`config.mk`:
```
export PLATFORM = sky130hd
export DESIGN_NAME = interfaz_tx_word
export DESIGN_NICKNAME = d
export VERILOG_FILES = /design/src/rtl/uart_if_pkg.sv /design/src/rtl/interfaz_tx_word.sv
export SDC_FILE = /design/constraint.sdc
export NUM_CORES = 1
export LEC_CHECK = 0
export ABC_AREA = 1
export CAP_MARGIN = 20
export CORE_MARGIN = 5
export CORE_UTILIZATION = 40
export DETAILED_ROUTE_END_ITERATION = 7
export GPL_ROUTABILITY_DRIVEN = 0
export PLACE_DENSITY = 0.63
export RECOVER_POWER = 100
export SYNTH_ARGS = -nofsm -noshare
export SYNTH_HDL_FRONTEND = slang
export SYNTH_SLANG_ARGS = --single-unit
```
`constraint.sdc`:
```
create_clock -name i_clk -period 1.5 [get_ports i_clk]
set_input_delay 0.3 -clock i_clk [delete_from_list [all_inputs] [get_ports i_clk]]
set_output_delay 0.3 -clock i_clk [all_outputs]
set_load 0.05 [all_outputs]
```
`src/rtl/uart_if_pkg.sv`:
```
// Constants and state encoding shared by the UART word serializer and the
// receive-side word assembler, so both ends agree on byte order and width.
package uart_if_pkg;

  localparam int BYTE_W     = 8;
  localparam int WORD_BYTES = 4;

  typedef enum logic [1:0] {
    IDLE   = 2'd0,
    SEND   = 2'd1,
    WAIT   = 2'd2,
    FINISH = 2'd3
  } tx_state_t;

endpackage

```
`src/rtl/interfaz_tx_word.sv`:
```
// Word-to-byte serializer for the debug UART link: sends one word MSB byte first,
// waiting for the byte transmitter's done before issuing the next byte.
//
// state  | meaning
// IDLE   | waiting for send; latches din and clears the byte counter on accept
// SEND   | one-cycle start pulse to the UART with the current top byte
// WAIT   | byte on the wire; tx_done shifts to the next byte or ends the word
// FINISH | one-cycle done pulse, then back to IDLE
module interfaz_tx_word
  import uart_if_pkg::*;
#(
  parameter int N_BYTES = WORD_BYTES
) (
  input  logic                 i_clk,
  input  logic                 i_reset,
  input  logic                 i_send,
  input  logic [8*N_BYTES-1:0] i_din,
  output logic                 o_busy,
  output logic                 o_done,
  output logic                 o_uart_tx_start,
  output logic [BYTE_W-1:0]    o_uart_dout,
  input  logic                 i_uart_tx_done
);

  localparam int DATA_W = BYTE_W * N_BYTES;
  localparam int CNT_W  = (N_BYTES > 1) ? $clog2(N_BYTES) : 1;
  localparam logic [CNT_W-1:0] LAST_BYTE = CNT_W'(N_BYTES - 1);

  tx_state_t          r_state;
  tx_state_t          w_state_nxt;
  logic [DATA_W-1:0]  r_shreg;
  logic [DATA_W-1:0]  w_shreg_nxt;
  logic [CNT_W-1:0]   r_byte_cnt;
  logic [CNT_W-1:0]   w_byte_cnt_nxt;

  always_ff @(posedge i_clk) begin
    if (i_reset) begin
      r_state    <= IDLE;
      r_shreg    <= '0;
      r_byte_cnt <= '0;
    end else begin
      r_state    <= w_state_nxt;
      r_shreg    <= w_shreg_nxt;
      r_byte_cnt <= w_byte_cnt_nxt;
    end
  end

  // tx_done is only honoured in WAIT so a stale pulse cannot skip a byte
  always_comb begin
    w_state_nxt    = r_state;
    w_shreg_nxt    = r_shreg;
    w_byte_cnt_nxt = r_byte_cnt;
    case (r_state)
      IDLE: begin
        if (i_send) begin
          w_shreg_nxt    = i_din;
          w_byte_cnt_nxt = '0;
          w_state_nxt    = SEND;
        end
      end
      SEND: begin
        w_state_nxt = WAIT;
      end
      WAIT: begin
        if (i_uart_tx_done) begin
          w_shreg_nxt = r_shreg << BYTE_W;
          if (r_byte_cnt == LAST_BYTE) begin
            w_state_nxt = FINISH;
          end else begin
            w_byte_cnt_nxt = r_byte_cnt + 1'b1;
            w_state_nxt    = SEND;
          end
        end
      end
      FINISH: begin
        w_state_nxt = IDLE;
      end
      default: begin
        w_state_nxt = IDLE;
      end
    endcase
  end

  // The shift register is empty again once a word completes, so dout reads 0 in IDLE
  assign o_busy          = (r_state != IDLE);
  assign o_done          = (r_state == FINISH);
  assign o_uart_tx_start = (r_state == SEND);
  assign o_uart_dout     = r_shreg[DATA_W-1 -: BYTE_W];

endmodule

```
==> results.sh, run 1 <==
export IMPL_finalPower_uw=2870
export IMPL_syn_num_nets=317
export IMPL_io_pins=47
export IMPL_whs_ns=0.468
export IMPL_antenna_found_initial=0
export IMPL_endpoint_kind="output port"
export IMPL_synth_avg_cell_area_sq_um=6.73
export IMPL_track_usage_pct=14.2
export IMPL_dp_cells=367
export IMPL_num_nets_final=357
export IMPL_post_route_min_period_ns=1.42
export IMPL_synthArstFlopShare_pct=0
export IMPL_post_dp_hpwl_microns=2890
export IMPL_slew_headroom_pct=66.3
export IMPL_slew_viol_final=0
export IMPL_cts_buffer_depth=2
export IMPL_max_clock_freq_mhz=707
export IMPL_rsz0062_at_grt="false"
export IMPL_fp_dieH_microns=78.6
export IMPL_cap_violations=0
export IMPL_synthTopCellsByCount="nand2_1 (76), nor2_1 (40), dfxtp_1 (36), a21oi_1 (26), o21ai_1 (25)"
export IMPL_clockRootBuffer="clkbuf_8"
export IMPL_min_from="r_shreg[2]"
export IMPL_nFillCells=496
export IMPL_num_antenna_cells=0
export IMPL_outcome="finished, final reports clean"
export IMPL_drc=0
export IMPL_ant_nets=0
export IMPL_startpoint="r_state[0]"
export IMPL_stdcell_count=375
export IMPL_port_buffers=46
export IMPL_rows=25
export IMPL_route_vias_total=1750
export IMPL_yosysTopAreaCellShare_pct=38.3
export IMPL_grt_max_degree=35
export IMPL_min_path_type="reg2reg"
export IMPL_cts_clk_slew_worst_paths_ns=0.07
export IMPL_setup_ws_ns=0.0846
export IMPL_drive_gt1_share_pct=10.3
export IMPL_power_density_nw_per_um2=1180
export IMPL_synth_most_common_cell="nand2_1"
export IMPL_via_per_inst=4.67
export IMPL_setup_worst_path_class="reg2out"
export IMPL_drt_total_wl_microns=4160
export IMPL_coreArea_sq_um=4660
export IMPL_slowest_stage="dfxtp_2"
export IMPL_max_stage_delay_ns=0.40
export IMPL_ys_top_cells_by_area="dfxtp_1 (38%), nand2_1 (15%), nor2_1 (8.0%)"
export IMPL_first_global_vias=1663
export IMPL_cp_required_ns=1.20
export IMPL_avgRoutedWirePerCell_microns=11.1
export IMPL_yosysSeqAreaShare_pct=38.3
export IMPL_dp_slack_ns=-0.0237
export IMPL_fp_dieArea_sq_um=6180
export IMPL_cpLargestDelayFamily="flip-flops"
export IMPL_synth_flop_cell="dfxtp_1"
export IMPL_drtIter0Drc=74
export IMPL_start_kind="register"
export IMPL_netlist_area_sq_um=1880
export IMPL_final_seq_area_sq_um=722
export IMPL_dr_pass1_iters=4
export IMPL_crit_buf_inv=2
export IMPL_synth_seq_cells=36
export IMPL_start_util_pct=40.4
export IMPL_leakagePower_uw=0.00123
export IMPL_tritoncts="built"
export IMPL_crit_fanout=5
export IMPL_timing_final_crit_share_pct=94.4
export IMPL_synth_edf_count=0
export IMPL_yosysTopAreaCell="dfxtp_1"
export IMPL_clock_sinks=36
export IMPL_tightest_slew_ns=0.505
export IMPL_setup_viol=0
export IMPL_synth_cell_types=19
export IMPL_peakVddDrop_uv=548
export IMPL_hold_viol=0
export IMPL_cts_setup_buffers=0
export IMPL_grt_ovfl_total=0
export IMPL_critical_path_cell_chain="inv_2, nor2_2, buf_2"
export IMPL_cp_arrival_ns=1.12
export IMPL_fin_skew_ns=0.00507
export IMPL_ys_warn_count=0
export IMPL_grt_first_pass_wirelength_microns=7080
export IMPL_dieWidth_microns=78.6
export IMPL_clk_latency_ns=0.29
export IMPL_r2r_start="r_state[1]"
export IMPL_htree_levels=2
export IMPL_timing_setup_tns_ns=0
export IMPL_cts_buffers=5
export IMPL_multi_input_area_sq_um=885
export IMPL_syn_inst=280
export IMPL_syn2layout_area_growth_pct=29.6
==> path summary, 6_finish.rpt <==
| kind | endpoint | slack [ns] | depth (start not counted) |
|---|---|---|---|
| worst min register to register | r_shreg[2] | 0.47 | 2 |
| worst max register to register | r_shreg[12] | 0.14 | 6 |
| worst min-delay path | r_shreg[2] | 0.47 | 2 |
| worst max-delay path | o_uart_tx_start | 0.08 | 3 |
==> stage by stage <==
stage / area, sq um / utilization, %
3_5_place_dp: 2440 / 52.3
4_1_cts: 2550 / 54.6
5_1_grt: 2440 / 52.4
2_1_floorplan: 1890 / -
6_report: 2440 / 52.4
3_3_place_gp: 2440 / 52.3
==> worst min-delay path, delay by kind of cell, from the launching register on <==
family	cells	cell delay, ns
compound gates	1	0.05
flops	1	0.31
simple gates	1	0.06
==> cell families (layout without fill, tap and decap cells) <==
family | count (synthesis) | count (layout) | share of synthesized area, %
and+or+nand+nor | 140 | 140 | 31.4
AOI/OAI and AO/OA | 53 | 53 | 14.7
buffers and inverters | 50 | 91 | 15.0
DFF | 36 | 36 | 38.3
adders and majority gates | 1 | 1 | 0.664
==> cell usage in the layout, fill, tap and decap left out, types with 2 or more instances in the layout <==
cell type and count:
a21oi_1 26, nor2_1 39, buf_4 10, clkbuf_2 2, nand3_1 17, nand2_4 2, clkbuf_8 5, o21ai_1 14
buf_2 2, inv_1 24, nand3_2 2, o21ai_0 12, dlymetal6s2s_1 8, clkdlybuf4s50_1 35, nand2_1 76, dfxtp_1 35
nor2_2 2
==> routing by layer <==
| metal | GRT usage [%] | vias to the layer above | wire (microns) |
|---|---|---|---|
| met5 | 0 | - | 0 |
| met3 | 4.13 | 5 | 247 |
| met2 | 24.0 | 47 | 1920 |
| met4 | 6.64 | 0 | 65 |
| met1 | 16.4 | 748 | 1930 |
| li1 | - | 950 | - |
==> timing repair <==
item	4_1_cts	5_1_grt
hold endpoints to repair	0	0
setup endpoints to repair	0	4
hold buffers	0	0
gates resized for setup	0	2
==> cell type report <==
class,instances,area share (%)
Multi-Input combinational cell,194,36.2
Sequential cell,36,29.6
Timing Repair Buffer,58,23.2
Inverter,25,3.84
Clock buffer,6,2.97
Tap cell,54,2.77
Clock inverter,2,1.44
==> report_power, final <==
part | switching [uW] | internal, uW | leakage, uW | total, uW
clock | 345 | 493 | 0.0000552 | 838
combinational | 529 | 352 | 0.000879 | 882
sequential | 68.5 | 1080 | 0.000298 | 1150
total | 942 | 1930 | 0.00123 | 2870
==> flip-flops by register name (all words and copies together), names as in the netlist <==
register and cells:
r_byte_cnt 2, r_shreg 32, r_state 2
(Power assumes the default switching activity.)
==> run 2: changes to the inputs <==
--- a/config.mk
+++ b/config.mk
@@ -11,7 +11,7 @@
 export CORE_UTILIZATION = 40
 export DETAILED_ROUTE_END_ITERATION = 7
 export GPL_ROUTABILITY_DRIVEN = 0
-export PLACE_DENSITY = 0.63
+export PLACE_DENSITY = 0.66
 export RECOVER_POWER = 100
 export SYNTH_ARGS = -nofsm -noshare
 export SYNTH_HDL_FRONTEND = slang
==> constraint.sdc (replaced) <==
create_clock -name i_clk -period 1.3 [get_ports i_clk]
set_input_delay 0.26 -clock i_clk [delete_from_list [all_inputs] [get_ports i_clk]]
set_output_delay 0.26 -clock i_clk [all_outputs]
set_load 0.05 [all_outputs]
==> run 2 against run 1 <==
The run now ends with negative setup slack left; clock skew up 0.00074 ns; count of clock-buffer cells in the layout unchanged; flip-flop and latch count stayed put.
==> results.sh, run 2 (synthesized netlist as in run 1, its figures left out) <==
export IMPL_largest_reg_flops=32
export IMPL_cts_clk_slew_worst_paths_ns=0.07
export IMPL_violations="negative setup slack"
export IMPL_fin_skew_ns=0.00581
export IMPL_max_clock_freq_mhz=762
export IMPL_setup_worst_path_class="reg2out"
export IMPL_setup_ws_ns=-0.0127
export IMPL_timing_final_crit_share_pct=101
export IMPL_drt_total_wl_microns=4600
export IMPL_rsz0062_at_grt="true"
export IMPL_num_nets_final=366
export IMPL_multi_input_area_sq_um=1010
export IMPL_final_util_pct=57.9
export IMPL_first_global_vias=1675
export IMPL_start_util_pct=40.4
export IMPL_cap_violations=0
export IMPL_dr_pass1_iters=4
export IMPL_stdcell_count=384
export IMPL_peakVddDrop_uv=679
export IMPL_mostFrequentLayoutCell="nand2_1"
export IMPL_slew_headroom_pct=81.4
export IMPL_nFillCells=417
export IMPL_drive_gt1_share_pct=23.9
export IMPL_min_from="r_shreg[4]"
export IMPL_grt_ovfl_total=0
export IMPL_cts_buffers=5
export IMPL_antenna_found_initial=0
export IMPL_dp_slack_ns=-0.182
export IMPL_hold_viol=0
export IMPL_avgRoutedWirePerCell_microns=12.0
export IMPL_syn2layout_area_growth_pct=43.4
export IMPL_r2r_start="r_state[1]"
export IMPL_fp_dieH_microns=78.6
export IMPL_coreArea_sq_um=4660
export IMPL_track_usage_pct=14.5
export IMPL_tightest_slew_ns=0.280
export IMPL_grt_first_pass_wirelength_microns=7250
export IMPL_tritoncts="built"
export IMPL_endpoint_kind="output port"
export IMPL_num_antenna_cells=0
export IMPL_post_route_min_period_ns=1.31
export IMPL_largest_register="r_shreg"
export IMPL_grt_max_degree=35
export IMPL_dieWidth_microns=78.6
export IMPL_slew_viol_final=0
export IMPL_fp_dieArea_sq_um=6180
export IMPL_dp_cells=369
export IMPL_port_buffers=46
export IMPL_drc=0
export IMPL_cts_buffer_depth=2
export IMPL_rows=25
export IMPL_power_density_nw_per_um2=1330
export IMPL_outcome="finished, violations left"
export IMPL_final_area_sq_um=2700
export IMPL_clockRootBuffer="clkbuf_8"
export IMPL_route_vias_total=1846
export IMPL_cp_arrival_ns=1.05
export IMPL_cp_required_ns=1.04
export IMPL_setup_viol=3
export IMPL_clk_latency_ns=0.29
export IMPL_leakagePower_uw=0.00122
export IMPL_min_path_type="reg2reg"
export IMPL_holdBufCountCts=0
export IMPL_post_dp_hpwl_microns=2920
export IMPL_clock_sinks=36
export IMPL_final_seq_area_sq_um=726
export IMPL_via_per_inst=4.81
export IMPL_largestRegisters="r_shreg: 32 flops, r_byte_cnt: 2 flops, r_state: 2 flops"
export IMPL_htree_levels=2
export IMPL_whs_ns=0.464
export IMPL_drtIter0Drc=142
export IMPL_start_kind="register"
export IMPL_ant_nets=0
export IMPL_dpl_instance_area_sq_um=2480
export IMPL_crit_fanout=8
export IMPL_io_pins=47
export IMPL_final_cell_mix="nand2_1 (75), nor2_1 (38), clkdlybuf4s50_1 (35), dfxtp_1 (34), inv_1 (22)"
export IMPL_startpoint="r_state[1]"
-- run 2: final timing paths --
| kind | to | slack (ns) | depth (start not counted) |
|---|---|---|---|
| min reg2reg | r_shreg[4] | 0.46 | 2 |
| min | r_shreg[4] | 0.46 | 2 |
| max reg2reg | r_shreg[16] | 0.01 | 8 |
| max | o_busy | -0.01 | 4 |
-- run 2: final cells by class --
type,instances,area share [%]
Multi-Input combinational cell,194,37.4
Sequential cell,36,26.9
Clock buffer,6,2.69
Inverter,25,3.61
Clock inverter,2,1.30
Tap cell,54,2.50
Timing Repair Buffer,67,25.6
-- run 2: metal layers --
| metal | global-route usage [%] | routed length [microns] | vias to the layer above |
|---|---|---|---|
| met2 | 24.4 | 2230 | 57 |
| met3 | 4.93 | 329 | 5 |
| met4 | 4.72 | 59 | 0 |
| met1 | 17.2 | 1980 | 810 |
| li1 | - | - | 974 |
| met5 | 0 | 0 | - |
-- run 2: critical path, cell delays in order, from the launching register on --
cell and delay [ns]:
dfxtp_2 0.33, buf_12 0.14, nor2_4 0.09, inv_2 0.06
buf_12 0.14
-- run 2: power by group --
group	switching, uW	internal [uW]
sequential	87.9	1250
combinational	729	555
clock	395	569
-- run 2: stage by stage --
step                      power [uW]  TNS (ns)
after floorplan                 2140    -0.113
final                           3590   -0.0223
after global placement          2550     -4.34
after global routing            3790     -1.18
after CTS                       3560   -0.0376
after detailed placement        2560     -4.63
-- run 2: repair_timing --
item | CTS | global route
pin swaps | 1 | 0
buffers inserted | 3 | 1
setup endpoints to repair | 3 | 32
gates resized for setup | 6 | 29
gates cloned | 0 | 3
